--- config.mk ---
export PLATFORM = sky130hd
export DESIGN_NAME = fetch_unit_flat
export DESIGN_NICKNAME = d
export VERILOG_FILES = /design/src/rtl/fetch_unit_if.sv /design/src/rtl/fetch_unit.sv /design/src/flat_wrapper.sv
export SDC_FILE = /design/constraint.sdc
export NUM_CORES = 1
export LEC_CHECK = 0
export CAP_MARGIN = 20
export CORE_UTILIZATION = 30
export CTS_CLUSTER_SIZE = 8
export DETAILED_ROUTE_END_ITERATION = 10
export PLACE_DENSITY_LB_ADDON = 0.25
export SLEW_MARGIN = 20
export SYNTH_ARGS = -nofsm -noshare
export SYNTH_HDL_FRONTEND = slang
export SYNTH_SLANG_ARGS = --single-unit
--- constraint.sdc ---
create_clock -name i_clk -period 10.6 [get_ports i_clk]
set_input_delay 2.65 -clock i_clk [delete_from_list [all_inputs] [get_ports i_clk]]
set_output_delay 2.65 -clock i_clk [all_outputs]
set_load 0.03 [all_outputs]
--- src/rtl/fetch_unit_if.sv ---
// Instruction-memory request/response bus between the fetch unit (master)
// and the instruction memory (slave).
interface fetch_unit_if;
    logic        o_imem_req;
    logic [31:0] o_imem_addr;
    logic        i_imem_gnt;
    logic        i_imem_rvalid;
    logic [31:0] i_imem_rdata;

    modport master (
        output o_imem_req,
        output o_imem_addr,
        input  i_imem_gnt,
        input  i_imem_rvalid,
        input  i_imem_rdata
    );

    modport slave (
        input  o_imem_req,
        input  o_imem_addr,
        output i_imem_gnt,
        output i_imem_rvalid,
        output i_imem_rdata
    );
endinterface

--- src/rtl/fetch_unit.sv ---
// Instruction fetch stage: issues word requests, keeps at most two fetches in
// flight or buffered, and feeds decode through a registered output.
module fetch_unit #(
    parameter logic [31:0] RESET_PC = 32'h0000_0000,
    parameter logic [31:0] NOP_INST = 32'h0000_0013
) (
    input  logic               i_clk,
    input  logic               i_rst_n,
    input  logic               i_stall,
    input  logic               i_redirect,
    input  logic [31:0]        i_redirect_pc,
    fetch_unit_if.master       imem,
    output logic [31:0]        or_inst,
    output logic [31:0]        or_pc,
    output logic               or_valid,
    output logic [1:0]         dbg_state
);
    typedef enum logic [1:0] {BOOT = 2'd0, FETCH = 2'd1, FLUSH = 2'd2} state_t;

    state_t      state, state_nxt;
    logic [31:0] fetch_pc;
    logic [1:0]  outstanding, drop_cnt, fifo_cnt;
    logic [31:0] fifo_inst [2];
    logic [31:0] fifo_pc   [2];
    logic [31:0] tag_q     [2];
    logic        fifo_rd, fifo_wr, tag_rd, tag_wr;

    logic        req, grant, rv_acc, rv_drop, fifo_empty, bypass, push, pop;
    logic [1:0]  out_after, drop_after, drop_redir;
    logic [2:0]  drop_sum;

    // Handshake: o_imem_req is a valid that, once raised, holds with a stable
    // o_imem_addr until i_imem_gnt (ready) is seen; a request transfers on the
    // edge where both are high. i_imem_rvalid carries no backpressure.
    assign req        = (state == FETCH) && !i_redirect &&
                        (({1'b0, outstanding} + {1'b0, fifo_cnt}) < 3'd2);
    assign grant      = req && imem.i_imem_gnt;
    assign rv_acc     = imem.i_imem_rvalid && (drop_cnt == 2'd0);
    assign rv_drop    = imem.i_imem_rvalid && (drop_cnt != 2'd0);
    assign fifo_empty = (fifo_cnt == 2'd0);
    assign bypass     = !i_stall && fifo_empty && rv_acc;
    assign push       = rv_acc && !bypass;
    assign pop        = !i_stall && !fifo_empty;

    // Stale responses still owed by memory once this cycle's traffic settles.
    assign out_after  = outstanding + {1'b0, grant} - {1'b0, rv_acc};
    assign drop_after = drop_cnt - {1'b0, rv_drop};
    assign drop_sum   = {1'b0, drop_after} + {1'b0, out_after};
    assign drop_redir = (drop_sum > 3'd2) ? 2'd2 : drop_sum[1:0];

    assign imem.o_imem_req  = req;
    assign imem.o_imem_addr = fetch_pc;
    assign dbg_state        = state;

    always_comb begin
        state_nxt = state;
        case (state)
            BOOT:  state_nxt = FETCH;
            FETCH: if (i_redirect && (drop_redir != 2'd0)) state_nxt = FLUSH;
            FLUSH: begin
                if ((i_redirect ? drop_redir : drop_after) == 2'd0) state_nxt = FETCH;
            end
            default: state_nxt = BOOT;
        endcase
    end

    always_ff @(posedge i_clk) begin
        if (!i_rst_n) state <= BOOT;
        else          state <= state_nxt;
    end

    always_ff @(posedge i_clk) begin
        if (!i_rst_n) begin
            fetch_pc    <= RESET_PC;
            outstanding <= 2'd0;
            drop_cnt    <= 2'd0;
            fifo_cnt    <= 2'd0;
            fifo_rd     <= 1'b0;
            fifo_wr     <= 1'b0;
            tag_rd      <= 1'b0;
            tag_wr      <= 1'b0;
            or_inst     <= NOP_INST;
            or_pc       <= 32'd0;
            or_valid    <= 1'b0;
        end else if (i_redirect) begin
            fetch_pc    <= i_redirect_pc & 32'hFFFF_FFFC;
            outstanding <= 2'd0;
            drop_cnt    <= drop_redir;
            fifo_cnt    <= 2'd0;
            fifo_rd     <= 1'b0;
            fifo_wr     <= 1'b0;
            tag_rd      <= 1'b0;
            tag_wr      <= 1'b0;
            or_inst     <= NOP_INST;
            or_pc       <= 32'd0;
            or_valid    <= 1'b0;
        end else begin
            if (grant) begin
                fetch_pc      <= fetch_pc + 32'd4;
                tag_q[tag_wr] <= fetch_pc;
                tag_wr        <= ~tag_wr;
            end
            if (rv_acc) tag_rd <= ~tag_rd;
            outstanding <= out_after;
            drop_cnt    <= drop_after;
            if (push) begin
                fifo_inst[fifo_wr] <= imem.i_imem_rdata;
                fifo_pc[fifo_wr]   <= tag_q[tag_rd];
                fifo_wr            <= ~fifo_wr;
            end
            if (pop) fifo_rd <= ~fifo_rd;
            fifo_cnt <= fifo_cnt + {1'b0, push} - {1'b0, pop};
            // A response landing on an empty FIFO goes straight to decode.
            if (!i_stall) begin
                if (!fifo_empty) begin
                    or_inst  <= fifo_inst[fifo_rd];
                    or_pc    <= fifo_pc[fifo_rd];
                    or_valid <= 1'b1;
                end else if (rv_acc) begin
                    or_inst  <= imem.i_imem_rdata;
                    or_pc    <= tag_q[tag_rd];
                    or_valid <= 1'b1;
                end else begin
                    or_inst  <= NOP_INST;
                    or_pc    <= 32'd0;
                    or_valid <= 1'b0;
                end
            end
        end
    end
endmodule

--- src/flat_wrapper.sv ---
// flat-port wrapper written by rule: the top's interface ports become plain ports
module fetch_unit_flat 
#(
    parameter logic [31:0] RESET_PC = 32'h0000_0000,
    parameter logic [31:0] NOP_INST = 32'h0000_0013
)
  (i_clk, i_rst_n, i_stall, i_redirect, i_redirect_pc, or_inst, or_pc, or_valid, dbg_state, imem_o_imem_req, imem_o_imem_addr, imem_i_imem_gnt, imem_i_imem_rvalid, imem_i_imem_rdata);
  fetch_unit_if imem_i ();
  input  logic i_clk;
  input  logic i_rst_n;
  input  logic i_stall;
  input  logic i_redirect;
  input  logic [31:0] i_redirect_pc;
  output logic [31:0] or_inst;
  output logic [31:0] or_pc;
  output logic or_valid;
  output logic [1:0] dbg_state;
  output wire logic [$bits(imem_i.o_imem_req)-1:0] imem_o_imem_req;
  output wire logic [$bits(imem_i.o_imem_addr)-1:0] imem_o_imem_addr;
  input wire logic [$bits(imem_i.i_imem_gnt)-1:0] imem_i_imem_gnt;
  input wire logic [$bits(imem_i.i_imem_rvalid)-1:0] imem_i_imem_rvalid;
  input wire logic [$bits(imem_i.i_imem_rdata)-1:0] imem_i_imem_rdata;
  assign imem_o_imem_req = imem_i.o_imem_req;
  assign imem_o_imem_addr = imem_i.o_imem_addr;
  assign imem_i.i_imem_gnt = imem_i_imem_gnt;
  assign imem_i.i_imem_rvalid = imem_i_imem_rvalid;
  assign imem_i.i_imem_rdata = imem_i_imem_rdata;
  fetch_unit #(.RESET_PC(RESET_PC), .NOP_INST(NOP_INST)) u_core (.i_clk(i_clk), .i_rst_n(i_rst_n), .i_stall(i_stall), .i_redirect(i_redirect), .i_redirect_pc(i_redirect_pc), .imem(imem_i), .or_inst(or_inst), .or_pc(or_pc), .or_valid(or_valid), .dbg_state(dbg_state));
endmodule
After elaboration in Yosys (flattened, before gate mapping). Memory sizes are Yosys's and may differ from the RTL's. A register that Yosys moved wholly into a read port is not among the register bits. Index checks and enable logic that the tools add are counted.

Register bits after elaboration: 109. Bits in writable memories: 192. Bits of input ports: 70. Output and inout bits: 100. Word-level logic and storage cells: 85. Memories kept: 3.

Memories: u_core.fifo_inst (depth 2, width 32, rd ports 1, clocked after memory_dff 1, write ports 1, RTL line fetch_unit.sv:23) `logic [31:0] fifo_inst [2];`; u_core.fifo_pc (depth 2, width 32, rd ports 1, clocked after memory_dff 1, write ports 1, RTL line fetch_unit.sv:24) `logic [31:0] fifo_pc [2];`; u_core.tag_q (depth 2, width 32, rd ports 1, clocked after memory_dff 1, write ports 1, RTL line fetch_unit.sv:25) `logic [31:0] tag_q [2];`.

Add/subtract/negate cells: 8. Magnitude comparators: 2. Equality and inequality tests: 4. Multiplexer cells: 27. Bitwise logic cells: 5. Reductions and logical operators: 23.

Operators with widths (number): $mux 32 (6); $add 32x3->32 const B (1); $mux 1 (16); $logic_and 1x1->1 (10); $logic_not 2->1 (4); $mux 2 (4); $add 2x2->3 (2); $pmux 2 s3 (1); $reduce_bool 2->1 (3); $sub 2x1->2 (3); $not 1->1 (5); $add 2x1->2 (2); $logic_not 1->1 (4); $gt 3x2->1 const B (1); $lt 3x2->1 const B (1); $eq 2x1->1 const B (1); $eq 2x2->1 const B (1); $ne 2x1->1 const B (1); $ne 2x2->1 const B (1); $reduce_and 2->1 (1); $reduce_or 2->1 (1).

Logic depth before layout (Yosys ltp). Gate-level depths: netlist (run 1).

Word-level depth: 13. Mapped depth: 16. Depth with buffers taken out: 15.

Worst setup path after synthesis (run 1). OpenSTA, ideal clock, no wires.

Kind: input-to-reg. Start point: input port i_redirect. End point: memory u_core.fifo_inst[0][0] (enable). Setup time: 635 ps. Data arrival time: 9086 ps. Data required time: 9965 ps. Slack: 879 ps. Stages on the path: 5. Path buffers: 2. Cell sequence: clkbuf_1 -> inv_1 -> nand2_1 -> buf_2 -> nor4_1.

Word-level cells in the longest chain between the ends: 3.

RTL lines: start: declaration (RTL line flat_wrapper.sv:12) `input logic i_redirect;`; $mux 1 (RTL line fetch_unit.sv:85) `end else if (i_redirect) begin`; $mux 1 (RTL line fetch_unit.sv:73) `if (!i_rst_n) begin`; $mux 1 (implied by the code) (RTL line fetch_unit.sv:107) `fifo_inst[fifo_wr] <= imem.i_imem_rdata;`; end: declaration (RTL line fetch_unit.sv:23).

No other way between the ends.

Worst setup path after layout (run 1).
Start point: input port i_redirect. End point: output port imem_o_imem_req.

Word-level cells in the longest chain between the ends: 3.

RTL lines: $logic_not 1->1 (RTL line fetch_unit.sv:35) `assign req = (state == FETCH) && !i_redirect &&`; $logic_and 1x1->1 (2 in series) (RTL line fetch_unit.sv:35); end: declaration (RTL line flat_wrapper.sv:18) `output wire logic [$bits(imem_i.o_imem_req)-1:0] imem_o_imem_req;`.

No other way between the ends.

==> out/metrics.csv, run 1 <==
stage;metric;value;unit
run_status;status;finished, final reports clean;
power;Max VDD drop;0.0906;mV
global_route;first-pass GRT wire length;43.2;mm
sta;final hold violations;0;
place;IO buf count;163;
sta;Slew Limit Fails;0;
global_route;GRT Total Usage;0.144;
synth;EDFF count, synth;184;
clock_network;Num CTS Buffers;42;
synth;Seq cells post-synth;291;
route;DR WL/cell;18.4;µm
critical_path;CP endpoint;imem_o_imem_req;
synth;Ys Warns;0;
sta;Finish-stage setup viols;0;
hold_path;HP Class;reg -> reg;
global_route;global routing usage on met2;0.225;
clock_network;worst skew pair latency;0.52;ns
power;pwr dens;198;nW/µm²
floorplan;Initial Util;0.304;
layout;# diodes;0;
critical_path;Arr. time, crit path;4.41;ns
sta;post-layout min period;7.06;ns
floorplan;Die Footprint;38800;µm²
clock_network;Sink Count;291;
route;antenna-violating nets left;0;
layout;Finished Layout Cells;1530;
global_route;gr ovfl total;0;
critical_path;FF-to-FF path depth;15;
route;total wire length;28.2;mm
route;1st-pass router iterations;6;
layout;synth-to-layout area growth;29.4;%
clock_network;maximum clock path buffer count;3;
global_route;initial antenna violation count;0;
synth;Netlist cell types;48;
global_route;number of global-route vias before repair;7365;
sta;period utilization;0.666;
clock_network;total setup buffers inserted after CTS;0;
global_route;GR met1 Demand/Resource;0.199;
power;Final Power;2.93;mW
critical_path;crit end category;primary output;
sta;max_slew headroom;0.297;
clock_network;Post-CTS Hold Fix Bufs;0;
synth;Post-synth top flop;edfxtp_1;
critical_path;Crit path required time;7.95;ns
layout;commonest non-fill, non-tap cell in the layout;edfxtp_1;
clock_network;CTS root buf;clkbuf_16;
floorplan;die width;197;µm
sta;maximum clock rate;142;MHz
layout;post-route design area;14700;µm²
place;DP HPWL;16.6;mm
synth;post-synthesis sequential area ratio;0.673;
sta;final worst slack;3.54;ns
clock_network;CTS tree;done;
job;max_cap viols;0;
global_route;met3 usage;0.0301;
synth;Mapped Area;11400;µm²
critical_path;crit-path max FO;38;
critical_path;R2R Path End;u_core.dbg_state[0];
clock_network;# H-tree levels;2;
layout;most frequent cells in the layout;edfxtp_1, clkdlybuf4s50_1, dfxtp_1;
floorplan;Core Footprint;37500;µm²
floorplan;FP Rows;71;
synth;ys async rst share;0;
synth;Mapped Cells;823;
layout;layout cell share with drive strength beyond 1;0.159;
critical_path;worst r2r src;u_core.fifo_cnt[0];
route;DR vias;7517;
route;Iter 0 DRT Violations;505;
sta;clock skew;0.0132;ns
place;Cells after DPL;1453;
place;Area after DPL;13500;µm²
global_route;largest net degree at the start of global routing;68;
synth;Syn Area/Cell;13.8;µm²
critical_path;critical path class;in -> out;
layout;final core occ;0.393;
clock_network;Resized cells post-CTS;0;
clock_network;Reg clk slew, reported paths;0.05;ns
floorplan;Die Y;197;µm
power;P_leak;4.90;nW
critical_path;origin of the worst setup path;i_redirect;
critical_path;R2R Setup Slk;6.41;ns
layout;Layout Nets;1065;
place;worst slack, placed;3.52;ns
route;DRC Markers;0;
place;Placer Congestion;0.754;
sta;final setup TNS;0;ns
global_route;Most Crowded Layer GR;met2;
floorplan;# IOs;170;
sta;Worst Hold Slack;0.463;ns
sta;RSZ-0062 raised after global routing;false;
sta;Least-Margin Pin Slew;1.05;ns
route;DR vias/cell;4.91;
critical_path;Setup crit start kind;input port;
-- synth_stat cells (7+ instances only) --
cell      instances  area, µm²
nand3_1          12       60.1
xor2_1           15        131
ha_1              7       87.6
inv_1            12       45.0
nand2_1          30        113
o22ai_1          13       81.3
nor2_1           92        345
edfxtp_1        184       5530
dfxtp_1         107       2140
a21oi_1          25        125
mux2_2           90       1010
a222oi_1         58        581
nand4_1          13       81.3
buf_2            11       55.1
o21ai_0          12       60.1
xnor2_1           7       61.3
clkbuf_1         38        143
and3_1           17        106
and2_1            7       43.8
-- registers in the layout, indices dropped and copies added (netlist names), named ones only --
| register | flops |
|---|---|
| u_core.tag_q | 60 |
| u_core.fifo_pc | 60 |
| u_core.tag_rd | 1 |
| u_core.fifo_cnt | 2 |
| u_core.or_pc | 30 |
| u_core.or_inst | 32 |
| u_core.or_valid | 1 |
| u_core.dbg_state | 2 |
| u_core.fifo_rd | 1 |
| u_core.fifo_inst | 64 |
| u_core.drop_cnt | 2 |
| u_core.fifo_wr | 1 |
| u_core.outstanding | 2 |
| u_core.tag_wr | 1 |
| u_core.imem.o_imem_addr | 30 |
-- logic make-up after synthesis --
group | count (synthesis) | share of synthesized area
mux | 96 | 0.0942
flops | 291 | 0.673
fa+ha+maj | 9 | 0.0112
simple gates | 191 | 0.0804
compound gates | 140 | 0.0967
buf+inv | 73 | 0.0272
xor+xnor | 22 | 0.0169
other cells | 1 | 0.000329
-- area by class of cell --
cell class              instances  area, µm²
fillers                      3628      22700
flip-flops and latches        291       7670
multi-input cells             462       3450
repair buffers                175       1720
clock buffers                  76       1210
well taps                     511        639
inverters                      14       52.6
clock inverters                 1       8.76
-- where the power goes --
| group | switching [mW] | internal [mW] | total, mW |
|---|---|---|---|
| Clock | 0.465 | 0.762 | 1.23 |
| Combinational | 0.231 | 0.171 | 0.402 |
| Sequential | 0.0363 | 1.26 | 1.30 |
| Total | 0.732 | 2.19 | 2.93 |
-- worst min path at each step --
| stage | startpoint | to | slack (ns) | depth (start not counted) |
|---|---|---|---|---|
| after floorplan | u_core.tag_rd | flip-flop | 0.47 | 2 |
| after global placement | u_core.or_valid | u_core.or_valid | 0.45 | 2 |
| after global routing | u_core.or_valid | u_core.or_valid | 0.49 | 2 |
| after CTS | u_core.or_valid | u_core.or_valid | 0.47 | 2 |
| after detailed placement | u_core.or_valid | u_core.or_valid | 0.46 | 2 |
| final | u_core.or_valid | u_core.or_valid | 0.46 | 2 |
-- worst max-delay path, cell delays in order --
cell and delay [ns]:
clkdlybuf4s50_1 0.40, buf_4 0.26, nor3_2 0.27, and2_1 0.16
clkdlybuf4s50_1 0.66
-- routing by layer --
layer / vias up / routed length [µm]
met3: 50 / 1540
met5: - / 0
met4: 0 / 623
met1: 3697 / 13500
met2: 255 / 12500
li1: 3515 / -
(Power assumes the default switching activity.)
==> run 2: changes to the inputs <==
==> constraint.sdc (replaced) <==
create_clock -name i_clk -period 5.8 [get_ports i_clk]
set_input_delay 1.45 -clock i_clk [delete_from_list [all_inputs] [get_ports i_clk]]
set_output_delay 1.45 -clock i_clk [all_outputs]
set_load 0.03 [all_outputs]
==> out/metrics.csv, run 2 (synthesis results as in run 1) <==
stage;metric;value;unit
critical_path;cell mode on critical path;clkdlybuf4s50_1;
sta;RSZ-0062 raised after global routing;false;
clock_network;Post-CTS Hold Fix Bufs;0;
layout;synth-to-layout area growth;29.9;%
layout;final core occ;0.395;
clock_network;worst skew pair latency;0.53;ns
clock_network;maximum clock path buffer count;3;
route;DR vias/cell;4.95;
clock_network;# H-tree levels;2;
route;1st-pass router iterations;8;
hold_path;HP Class;reg -> reg;
clock_network;total setup buffers inserted after CTS;0;
critical_path;crit-path max FO;2;
floorplan;Initial Util;0.304;
floorplan;FP Rows;71;
layout;Layout Nets;1067;
layout;number of flip-flops in the largest register;64;
clock_network;CTS root buf;clkbuf_16;
route;DRC Markers;0;
floorplan;Core Footprint;37500;µm²
place;Area after DPL;13600;µm²
global_route;first-pass GRT wire length;44.1;mm
sta;Slew Limit Fails;0;
critical_path;worst path bufs/invs;2;
global_route;largest net degree at the start of global routing;68;
layout;most flop-heavy register;u_core.fifo_inst;
layout;layout cell share with drive strength beyond 1;0.164;
place;DP HPWL;16.9;mm
power;P_leak;4.94;nW
layout;most frequent cells in the layout;edfxtp_1, clkdlybuf4s50_1, dfxtp_1;
critical_path;Setup crit start kind;input port;
sta;final setup TNS;0;ns
sta;max_slew headroom;0.326;
clock_network;CTS tree;done;
power;Internal Pwr Total;4.02;mW
layout;Finished Layout Cells;1529;
power;Final Power;5.37;mW
floorplan;die width;197;µm
layout;top flop regs;u_core.fifo_inst: 64 flops, u_core.fifo_pc: 60 flops, u_core.tag_q: 60 flops;
critical_path;critical path class;in -> out;
route;total wire length;28.6;mm
floorplan;# IOs;170;
global_route;initial antenna violation count;0;
power;Clock Power Share;0.421;
run_status;status;finished, final reports clean;
power;Max VDD drop;0.170;mV
place;Cells after DPL;1455;
sta;Finish-stage setup viols;0;
sta;post-layout min period;4.40;ns
sta;Least-Margin Pin Slew;1.01;ns
route;antenna-violating nets left;0;
layout;post-route design area;14800;µm²
layout;commonest non-fill, non-tap cell in the layout;edfxtp_1;
critical_path;worst path cell trace;clkdlybuf4s50_1 -> nor3_2 -> and2_1 -> clkdlybuf4s50_1;
critical_path;worst stage delay on the critical path;0.66;ns
critical_path;crit end category;primary output;
sta;period utilization;0.758;
critical_path;Arr. time, crit path;2.95;ns
clock_network;Num CTS Buffers;42;
route;DR vias;7570;
sta;clock skew;0.0140;ns
global_route;GRT Total Usage;0.147;
power;Comb power frac;0.135;
layout;# diodes;0;
place;Placer Congestion;0.771;
clock_network;Reg clk slew, reported paths;0.05;ns
sta;final hold violations;0;
clock_network;Sink Count;291;
route;DR WL/cell;18.7;µm
floorplan;Die Footprint;38800;µm²
critical_path;CP max stage cell;clkdlybuf4s50_1;
critical_path;Crit path required time;4.35;ns
power;Flop pwr share;0.444;
global_route;gr ovfl total;0;
power;Sw Ratio;0.252;
clock_network;Resized cells post-CTS;0;
floorplan;Die Y;197;µm
power;Psw;1.35;mW
route;Iter 0 DRT Violations;546;
power;pwr dens;363;nW/µm²
job;max_cap viols;0;
critical_path;Worst path top cell family by delay;buffers and inverters;
sta;maximum clock rate;227;MHz
place;IO buf count;163;
global_route;number of global-route vias before repair;7662;
==> run 2: cell count changes in the layout (fill, tap and decap cells not counted), sizes merged <==
| cell | before | now |
|---|---|---|
| clkbuf | 76 | 72 |
| buf | 13 | 15 |
| clkinv | 2 | 4 |
| inv | 13 | 12 |
==> run 2: power groups by stage <==
stage / Clock [mW] / Combinational (mW) / Sequential, mW
floorplan: 0 / 0.413 / 2.47
global placement: 0 / 0.723 / 2.43
detailed placement: 0 / 0.727 / 2.43
CTS: 2.34 / 0.734 / 2.39
global route: 2.42 / 0.798 / 2.40
finish: 2.26 / 0.725 / 2.39
==> run 2: cell type report <==
class / count / area [µm²]
Multi-Input combinational cell: 462 / 3470
Tap cell: 511 / 639
Timing Repair Buffer: 177 / 1730
Inverter: 14 / 52.6
Fill cell: 3576 / 22700
Sequential cell: 291 / 7670
Clock buffer: 72 / 1200
Clock inverter: 2 / 32.5
==> run 2: final timing paths <==
path	startpoint	endpoint	slack, ns	depth (start not counted)
worst min-delay path	u_core.or_valid	u_core.or_valid	0.46	2
worst max register to register	u_core.fifo_cnt[0]	u_core.dbg_state[0]	2.36	16
worst min register to register	u_core.or_valid	u_core.or_valid	0.46	2
worst max-delay path	i_redirect	imem_o_imem_req	1.40	4
==> run 2: routing by layer <==
metal	track usage	up-vias	share of wire
met5	0	-	0
met4	0.0505	0	0.023
met3	0.0315	50	0.066
met2	0.231	275	0.45
met1	0.200	3727	0.46
li1	-	3518	-
==> run 2: through the flow <==
stage               hold WS, ns  setup slack [ns]
floorplan                 0.472              1.37
global placement          0.448              1.38
detailed placement        0.451              1.37
CTS                       0.459              1.37
global route              0.515              1.33
finish                    0.455              1.40
==> run 2: worst min-delay path, delay by kind of cell (launching register included) <==
family | cells | cell delay [ns]
flip-flops | 1 | 0.30
buffers and inverters | 1 | 0.04
AO/OA/AOI/OAI | 1 | 0.06
==> run 3: changes to the inputs <==
==> constraint.sdc (replaced) <==
create_clock -name i_clk -period 4 [get_ports i_clk]
set_input_delay 1 -clock i_clk [delete_from_list [all_inputs] [get_ports i_clk]]
set_output_delay 1 -clock i_clk [all_outputs]
set_load 0.03 [all_outputs]
==> out/metrics.csv, run 3 (synthesis results as in run 1) <==
stage;metric;value;unit
run_status;status;finished, final reports clean;
route;DR WL/cell;18.6;µm
sta;post-layout min period;3.13;ns
floorplan;Initial Util;0.304;
global_route;largest net degree at the start of global routing;69;
layout;most frequent cells in the layout;edfxtp_1, clkdlybuf4s50_1, dfxtp_1;
floorplan;Die Y;197;µm
clock_network;Num CTS Buffers;42;
global_route;GR met1 Demand/Resource;0.201;
clock_network;Post-CTS Hold Fix Bufs;0;
layout;most flop-heavy register;u_core.fifo_inst;
critical_path;critical path class;in -> reg;
critical_path;Crit path required time;4.42;ns
clock_network;maximum clock path buffer count;3;
power;Max VDD drop;0.259;mV
critical_path;crit end category;flip-flop;
global_route;number of global-route vias before repair;7664;
route;DR vias/cell;4.96;
layout;top flop regs;u_core.fifo_inst: 64 flops, u_core.fifo_pc: 60 flops, u_core.tag_q: 60 flops;
sta;clock skew;0.0194;ns
floorplan;FP Rows;71;
layout;# diodes;0;
sta;maximum clock rate;320;MHz
global_route;first-pass GRT wire length;43.8;mm
floorplan;die width;197;µm
clock_network;total setup buffers inserted after CTS;0;
global_route;global routing usage on met2;0.230;
layout;Layout Nets;1075;
job;max_cap viols;0;
sta;Slew Limit Fails;0;
global_route;initial antenna violation count;0;
sta;period utilization;0.782;
clock_network;Reg clk slew, reported paths;0.05;ns
route;antenna-violating nets left;0;
power;P_leak;4.97;nW
critical_path;crit-path max FO;3;
power;pwr dens;523;nW/µm²
critical_path;Setup crit start kind;input port;
route;1st-pass router iterations;6;
clock_network;worst skew pair latency;0.53;ns
place;IO buf count;163;
clock_network;Resized cells post-CTS;0;
layout;final core occ;0.397;
floorplan;# IOs;170;
sta;RSZ-0062 raised after global routing;false;
global_route;met3 usage;0.0286;
route;total wire length;28.7;mm
sta;final hold violations;0;
layout;number of flip-flops in the largest register;64;
clock_network;Sink Count;291;
layout;synth-to-layout area growth;30.7;%
layout;layout cell share with drive strength beyond 1;0.168;
clock_network;# H-tree levels;2;
route;Iter 0 DRT Violations;581;
global_route;gr ovfl total;0;
critical_path;Arr. time, crit path;3.55;ns
place;Placer Congestion;0.772;
sta;final setup TNS;0;ns
route;DRC Markers;0;
clock_network;CTS root buf;clkbuf_16;
global_route;Most Crowded Layer GR;met2;
floorplan;Core Footprint;37500;µm²
clock_network;CTS tree;done;
place;DP HPWL;17.1;mm
sta;max_slew headroom;0.349;
layout;commonest non-fill, non-tap cell in the layout;edfxtp_1;
route;DR vias;7631;
floorplan;Die Footprint;38800;µm²
global_route;GRT Total Usage;0.146;
hold_path;HP Class;reg -> reg;
sta;Finish-stage setup viols;0;
sta;Least-Margin Pin Slew;0.976;ns
==> run 3: final timing paths <==
| path | start | to | slack, ns | cells past startpoint |
|---|---|---|---|---|
| max | imem_i_imem_rvalid | u_core.dbg_state[0] | 0.87 | 14 |
| min | u_core.or_valid | u_core.or_valid | 0.46 | 2 |
| min reg2reg | u_core.or_valid | u_core.or_valid | 0.46 | 2 |
| max reg2reg | u_core.fifo_cnt[0] | u_core.dbg_state[0] | 0.89 | 15 |
==> run 3: worst max-delay path, stage by stage <==
cell             delay [ns]
clkdlybuf4s50_1        0.43
nand2_1                0.09
inv_1                  0.05
ha_1                   0.27
inv_1                  0.04
ha_1                   0.28
ha_1                   0.20
inv_1                  0.06
fa_1                   0.42
and3_1                 0.20
a21oi_1                0.14
o21a_1                 0.14
nor2_1                 0.05
o21a_1                 0.18
==> run 3: final cells by class <==
cell class / count / area [µm²]
Inverter: 14 / 52.6
Tap cell: 511 / 639
Clock buffer: 74 / 1170
Fill cell: 3556 / 22600
Multi-Input combinational cell: 462 / 3470
Timing Repair Buffer: 185 / 1840
Sequential cell: 291 / 7670
Clock inverter: 3 / 46.3
==> run 3: power breakdown <==
part	internal, mW	total, mW	leakage (nW)	switching [mW]
combinational	0.484	1.10	1.85	0.616
clock	1.98	3.23	0.571	1.26
sequential	3.34	3.45	2.54	0.107
total	5.80	7.78	4.97	1.98
==> run 3: per-stage QoR <==
step | hold slack [ns] | total power [mW] | setup WS [ns] | instance area (µm²) | std cells
detailed placement | 0.461 | 4.61 | 0.339 | 13700 | 1463
global route | 0.503 | 8.12 | 0.612 | 14900 | 1540
finish | 0.462 | 7.78 | 0.872 | 14900 | 1540
floorplan | 0.472 | 4.18 | 0.0211 | 11400 | 826
CTS | 0.469 | 7.89 | 0.857 | 14900 | 1540
global placement | 0.448 | 4.60 | 0.321 | 13700 | 1463
==> run 3: routing by layer <==
| layer | vias up | wire (µm) |
|---|---|---|
| li1 | 3536 | - |
| met1 | 3728 | 13300 |
| met2 | 325 | 12900 |
| met3 | 42 | 1940 |
| met4 | 0 | 567 |
| met5 | - | 0 |
==> patch 1, RTL diff (settings of run 1) <==
Put one more register stage on the output `dbg_state`, without a reset. The value now appears one clock later. The other outputs are not delayed to match.
--- a/src/rtl/fetch_unit.sv
+++ b/src/rtl/fetch_unit.sv
@@ -52,3 +52,5 @@
     assign imem.o_imem_addr = fetch_pc;
-    assign dbg_state        = state;
+    always_ff @(posedge i_clk) begin
+        dbg_state <= state;
+    end
 
Function: changed (a bounded check fails within 4 cycles, from zero or initial values and one cycle with i_rst_n low).
==> patch 1 against run 1 <==
Highest routed layer unchanged; count of clock-buffer cells in the layout shrank 4; area after synthesis grew 0.21%; worst setup slack better by 220 ps; wire length grew 2.6%; core utilization rose by 0.054 points; total power increased by 0.30%; largest cell class unchanged; sequential cell count grew 2; design area increased by 0.37%; cell count increased by 0.78%.
==> patch 1: results (changes against run 1) <==
| Metric | Value |
|---|---|
| Setup Skew | `9.99 ps (was 13.2 ps)` |
| Biggest regs | `u_core.fifo_inst (64), u_core.fifo_pc (60), u_core.tag_q (60) (unchanged)` |
| Hold path startpoint | `u_core.state[1] (was u_core.or_valid)` |
| Share of the yosys chip area belonging to registers | `67.5% (was 67.3%)` |
| Max clock buf depth | `3 (unchanged)` |
| Number of flops mapped to enable cells by yosys | `184 (unchanged)` |
| Largest delay contributor family on the critical path | `buffers and inverters (unchanged)` |
| Vias in the first global route | `7776 (was 7365)` |
| DR vias | `7698 (was 7517)` |
| Layout Nets | `1080 (was 1065)` |
| Cell mode on critical path | `clkdlybuf4s50_1 (unchanged)` |
| Ys Warns | `0 (unchanged)` |
| Share of layout cells above drive strength 1 | `15.4% (was 15.9%)` |
| Post-cts resize count | `0 (unchanged)` |
| Int Pwr | `2.19 mW (about the same)` |
| Global-route wire length before repair | `44800 um (was 43200 um)` |
| Lkg Pwr | `4.82 nW (was 4.90 nW)` |
| CP max stage cell | `clkdlybuf4s50_1 (unchanged)` |
| Place WS | `3760 ps (was 3520 ps)` |
| Initial antenna violation count | `0 (unchanged)` |
| Tightest Pin Transition | `1060 ps (was 1050 ps)` |
| Clock latency at the later pin of the worst-skew pair | `540 ps (was 520 ps)` |
| Distinct cell type count after synthesis | `51 (was 48)` |
| Clk pin slew, worst setup/hold paths | `50 ps (about the same)` |
| Fillers | `3541 (was 3628)` |
| Critical Path Fanout Max | `40 (was 38)` |
| Hold/Removal Path Class | `reg2reg (unchanged)` |
| Maximum vdd drop | `0.101 mV (was 0.0906 mV)` |
| Synth area leaders | `edfxtp_1 (48%), dfxtp_1 (19%), mux2_2 (8.9%) (was edfxtp_1 (49%), dfxtp_1 (19%), mux2_2 (8.9%))` |
| Status | `complete, no violations (unchanged)` |
| Clock buffer count from CTS | `42 (unchanged)` |
| Largest net degree at the start of global routing | `69 (was 68)` |
| Total wire length | `28900 um (was 28200 um)` |
| Port bufs | `163 (unchanged)` |
| Pre-antenna DRT Iters | `5 (was 6)` |
| DRC violation total after the first TritonRoute iteration | `620 (was 505)` |
| H-tree lvl count | `2 (unchanged)` |
| Worst Setup SP | `i_redirect (unchanged)` |
| Diodes inserted | `0 (unchanged)` |
| Ys async rst share | `0% (unchanged)` |
| CTS root buf | `clkbuf_16 (unchanged)` |
| DP HPWL | `16600 um (about the same)` |
| Biggest cell delay along the critical path | `600 ps (was 660 ps)` |
| Worst reg2reg startpoint | `u_core.fifo_cnt[0] (unchanged)` |
| Gr usage total | `15.0% (was 14.4%)` |
| Routability Congestion | `0.754 (about the same)` |
| Post-CTS Setup Bufs | `0 (unchanged)` |
| Post-synth top cells | `edfxtp_1 (184), dfxtp_1 (109), nor2_1 (94), mux2_2 (90), a222oi_1 (58) (was edfxtp_1 (184), dfxtp_1 (107), nor2_1 (92), mux2_2 (90), a222oi_1 (58))` |
==> patch 1: changes by cell type after synthesis, sizes merged, moves of 7 or more <==
cell,run 1,this run
inv,12,20
buf,21,10
a21oi,25,34
xor2,15,4
clkbuf,38,46
and3,17,5
nand4,14,7
o22ai,13,6
==> patch 1: final timing paths <==
kind,end,slack (ps),cells past startpoint
setup / recovery,imem_o_imem_req,3770,4
hold / removal,u_core.dbg_state[1],440,0
setup reg to reg,u_core.state[1],6800,14
hold reg to reg,u_core.dbg_state[1],440,0
==> patch 1: power by group through the flow <==
| stage | clock network [mW] | registers, mW | logic [mW] |
|---|---|---|---|
| finish | 1.24 | 1.32 | 0.383 |
| global route | 1.32 | 1.32 | 0.418 |
| CTS | 1.28 | 1.32 | 0.387 |
| detailed placement | 0 | 1.34 | 0.384 |
| global placement | 0 | 1.34 | 0.382 |
| floorplan | 0 | 1.37 | 0.203 |
==> patch 1: through the flow <==
stage                     cells  instance area [um^2]  total power, mW  util (%)  hold slack [ps]
final                      1542                 14800             2.94      39.4              445
after global routing       1542                 14800             3.06      39.4              451
after global placement     1468                 13600             1.72      36.1              442
after CTS                  1542                 14800             2.98      39.4              451
after floorplan             840                 11400             1.57         -              376
after detailed placement   1468                 13600             1.72      36.1              442
==> patch 1: kinds of logic after synthesis <==
kind of cell / after synthesis / synth area share, %
flip-flops: 293 / 67.5
XOR/XNOR: 16 / 1.23
AND/OR/NAND/NOR: 199 / 8.17
AO/OA/AOI/OAI: 147 / 9.91
buffers and inverters: 76 / 2.63
adder cells (fa/ha/maj): 9 / 1.12
multiplexers: 96 / 9.40
other: 1 / 0.0328
==> patch 1: worst register-to-register path: cells and delay by family (launching register included) <==
| family | cells | cell delay (ps) |
|---|---|---|
| buf+inv | 2 | 490 |
| xor+xnor | 1 | 110 |
| flops | 1 | 360 |
| fa+ha+maj | 3 | 1280 |
| simple gates | 5 | 940 |
| compound gates | 3 | 510 |
==> patch 1: final cells by class <==
type / instances / area, um^2 / area share [%]
timing repair buffer: 173 / 1700 / 11.5
clock buffer: 72 / 1190 / 8.07
clock inverter: 2 / 32.5 / 0.220
inverter: 20 / 75.1 / 0.507
multi-input combinational: 471 / 3440 / 23.3
tap: 511 / 639 / 4.32
sequential: 293 / 7710 / 52.1
==> patch 1: metal layers <==
| metal | track usage (%) | share of wire, % | vias to the layer above |
|---|---|---|---|
| met5 | 0 | 0 | - |
| li1 | - | - | 3581 |
| met1 | 20.1 | 46 | 3768 |
| met4 | 4.85 | 2.2 | 0 |
| met3 | 3.47 | 7.0 | 46 |
| met2 | 23.9 | 45 | 303 |
==> patch 2, RTL diff (flow settings as in run 1) <==
Made on the original files. `NOP_INST` is set to 32'h0000_0013 in 2 places; all go to 32'h00000010.
--- a/src/rtl/fetch_unit.sv
+++ b/src/rtl/fetch_unit.sv
@@ -4,3 +4,3 @@
     parameter logic [31:0] RESET_PC = 32'h0000_0000,
-    parameter logic [31:0] NOP_INST = 32'h0000_0013
+    parameter logic [31:0] NOP_INST = 32'h00000010
 ) (
--- a/src/flat_wrapper.sv
+++ b/src/flat_wrapper.sv
@@ -4,3 +4,3 @@
     parameter logic [31:0] RESET_PC = 32'h0000_0000,
-    parameter logic [31:0] NOP_INST = 32'h0000_0013
+    parameter logic [31:0] NOP_INST = 32'h00000010
 )
Function: changed (Yosys sat finds a counterexample within 4 cycles, from zero or initial values and one cycle with i_rst_n low).
==> patch 2 against run 1 <==
Sequential cell count unchanged; critical path type unchanged; hold slack better by 47 ps; first-iteration DRC count up 17%; core utilization up 0.17 points; design area up 1.2%; total power up 1.3%; worst setup slack worse by 170 ps; area after synthesis up 1.3%; wire length up 4.8%; critical path depth unchanged.
==> patch 2: results (changes against run 1) <==
| Metric | Value |
|---|---|
| Status | `complete, no violations (unchanged)` |
| Critical Path Fanout Max | `39 (was 38)` |
| Flip-flop and latch area | `7670 um^2 (about the same)` |
| Post-Synth XOR/XNOR Area | `1.06% (was 1.69%)` |
| Gr usage total | `15.1% (was 14.4%)` |
| Routability Congestion | `0.770 (was 0.754)` |
| Biggest regs | `u_core.fifo_inst (64), u_core.fifo_pc (60), u_core.tag_q (60) (unchanged)` |
| Post-Synth Adder-Cell Area | `1.11% (was 1.12%)` |
| Largest net degree at the start of global routing | `64 (was 68)` |
| CP max stage cell | `clkdlybuf4s50_1 (unchanged)` |
| DR vias | `7730 (was 7517)` |
| Die area | `39200 um^2 (was 38800 um^2)` |
| Share of the yosys chip area belonging to registers | `66.5% (was 67.3%)` |
| R2R setup slack | `6690 ps (was 6410 ps)` |
| Hold slack | `510 ps (was 463 ps)` |
| Pre-antenna DRT Iters | `8 (was 6)` |
| Global-route wire length before repair | `45300 um (was 43200 um)` |
| M1 GR Usage | `20.5% (was 19.9%)` |
| Post-synthesis cell count | `845 (was 823)` |
| Mux contribution to synthesized area | `9.19% (was 9.42%)` |
| Post-synthesis compound-gate area fraction | `10.1% (was 9.67%)` |
| GR Layer Usage met3 | `3.08% (was 3.01%)` |
| Max-slew headroom | `31.1% (was 29.7%)` |
| Non-clock inverters | `18 (was 14)` |
| DP HPWL | `17300 um (was 16600 um)` |
| Share of layout cells above drive strength 1 | `16.6% (was 15.9%)` |
| Biggest cell delay along the critical path | `680 ps (was 660 ps)` |
| Post-synth top flop | `edfxtp_1 (unchanged)` |
| Placed cells | `1476 (was 1453)` |
| DRC violation total after the first TritonRoute iteration | `591 (was 505)` |
| Place WS | `3370 ps (was 3520 ps)` |
| Bufs w/o clock | `174 (was 175)` |
| Buffering overhead | `11.5% (was 11.6%)` |
| Hold Crit Depth | `2 (unchanged)` |
| Seq area share | `51.4% (was 52.0%)` |
| Routed met2 length | `13500 um (was 12500 um)` |
| Fraction of area in clock buffers and inverters | `8.22% (was 8.27%)` |
| Distinct cell type count after synthesis | `59 (was 48)` |
| Fillers | `3576 (was 3628)` |
| Met2 GRT Util | `24.1% (was 22.5%)` |
| #MultiIn Comb | `482 (was 462)` |
| Synth area leaders | `edfxtp_1 (48%), dfxtp_1 (19%), mux2_2 (8.9%) (was edfxtp_1 (49%), dfxtp_1 (19%), mux2_2 (8.9%))` |
| Hold path startpoint | `u_core.tag_rd (was u_core.or_valid)` |
| Setup Skew | `18.2 ps (was 13.2 ps)` |
| Layout Nets | `1088 (was 1065)` |
| Met3 wire len | `1750 um (was 1540 um)` |
| Vias in the first global route | `7626 (was 7365)` |
| Worst reg-to-reg path cell count | `14 (was 15)` |
| Placed Area | `13700 um^2 (was 13500 um^2)` |
| Lkg Pwr | `5.00 nW (was 4.90 nW)` |
| Multi-input logic area | `3600 um^2 (was 3450 um^2)` |
| M1 wire length | `13700 um (was 13500 um)` |
| Routed vias/inst | `4.98 (was 4.91)` |
| CLK BUF | `73 (was 76)` |
| Maximum vdd drop | `0.113 mV (was 0.0906 mV)` |
==> patch 2: changes by cell type after synthesis, moves of 5 or more <==
cell	run 1	this run
a22oi_1	6	1
nand2_1	30	36
a31oi_1	3	9
xor2_1	15	7
clkbuf_1	38	43
nand3_1	12	25
and3_1	17	8
and4_1	5	0
nand4_1	13	5
o22ai_1	13	4
nor2_1	92	103
buf_2	11	4
==> patch 2: worst max path at each step <==
stage	to	slack [ps]	cells after the start
floorplan	u_core.fifo_inst[0][0]	4300	5
global placement	imem_o_imem_req	3360	5
detailed placement	imem_o_imem_req	3370	5
CTS	imem_o_imem_req	3350	5
global route	imem_o_imem_req	3290	5
finish	imem_o_imem_req	3370	5
==> patch 2: where the power goes <==
group / switching (mW) / internal (mW) / leakage, nW
Combinational: 0.239 / 0.173 / 1.87
Clock: 0.479 / 0.756 / 0.583
Sequential: 0.0473 / 1.27 / 2.55
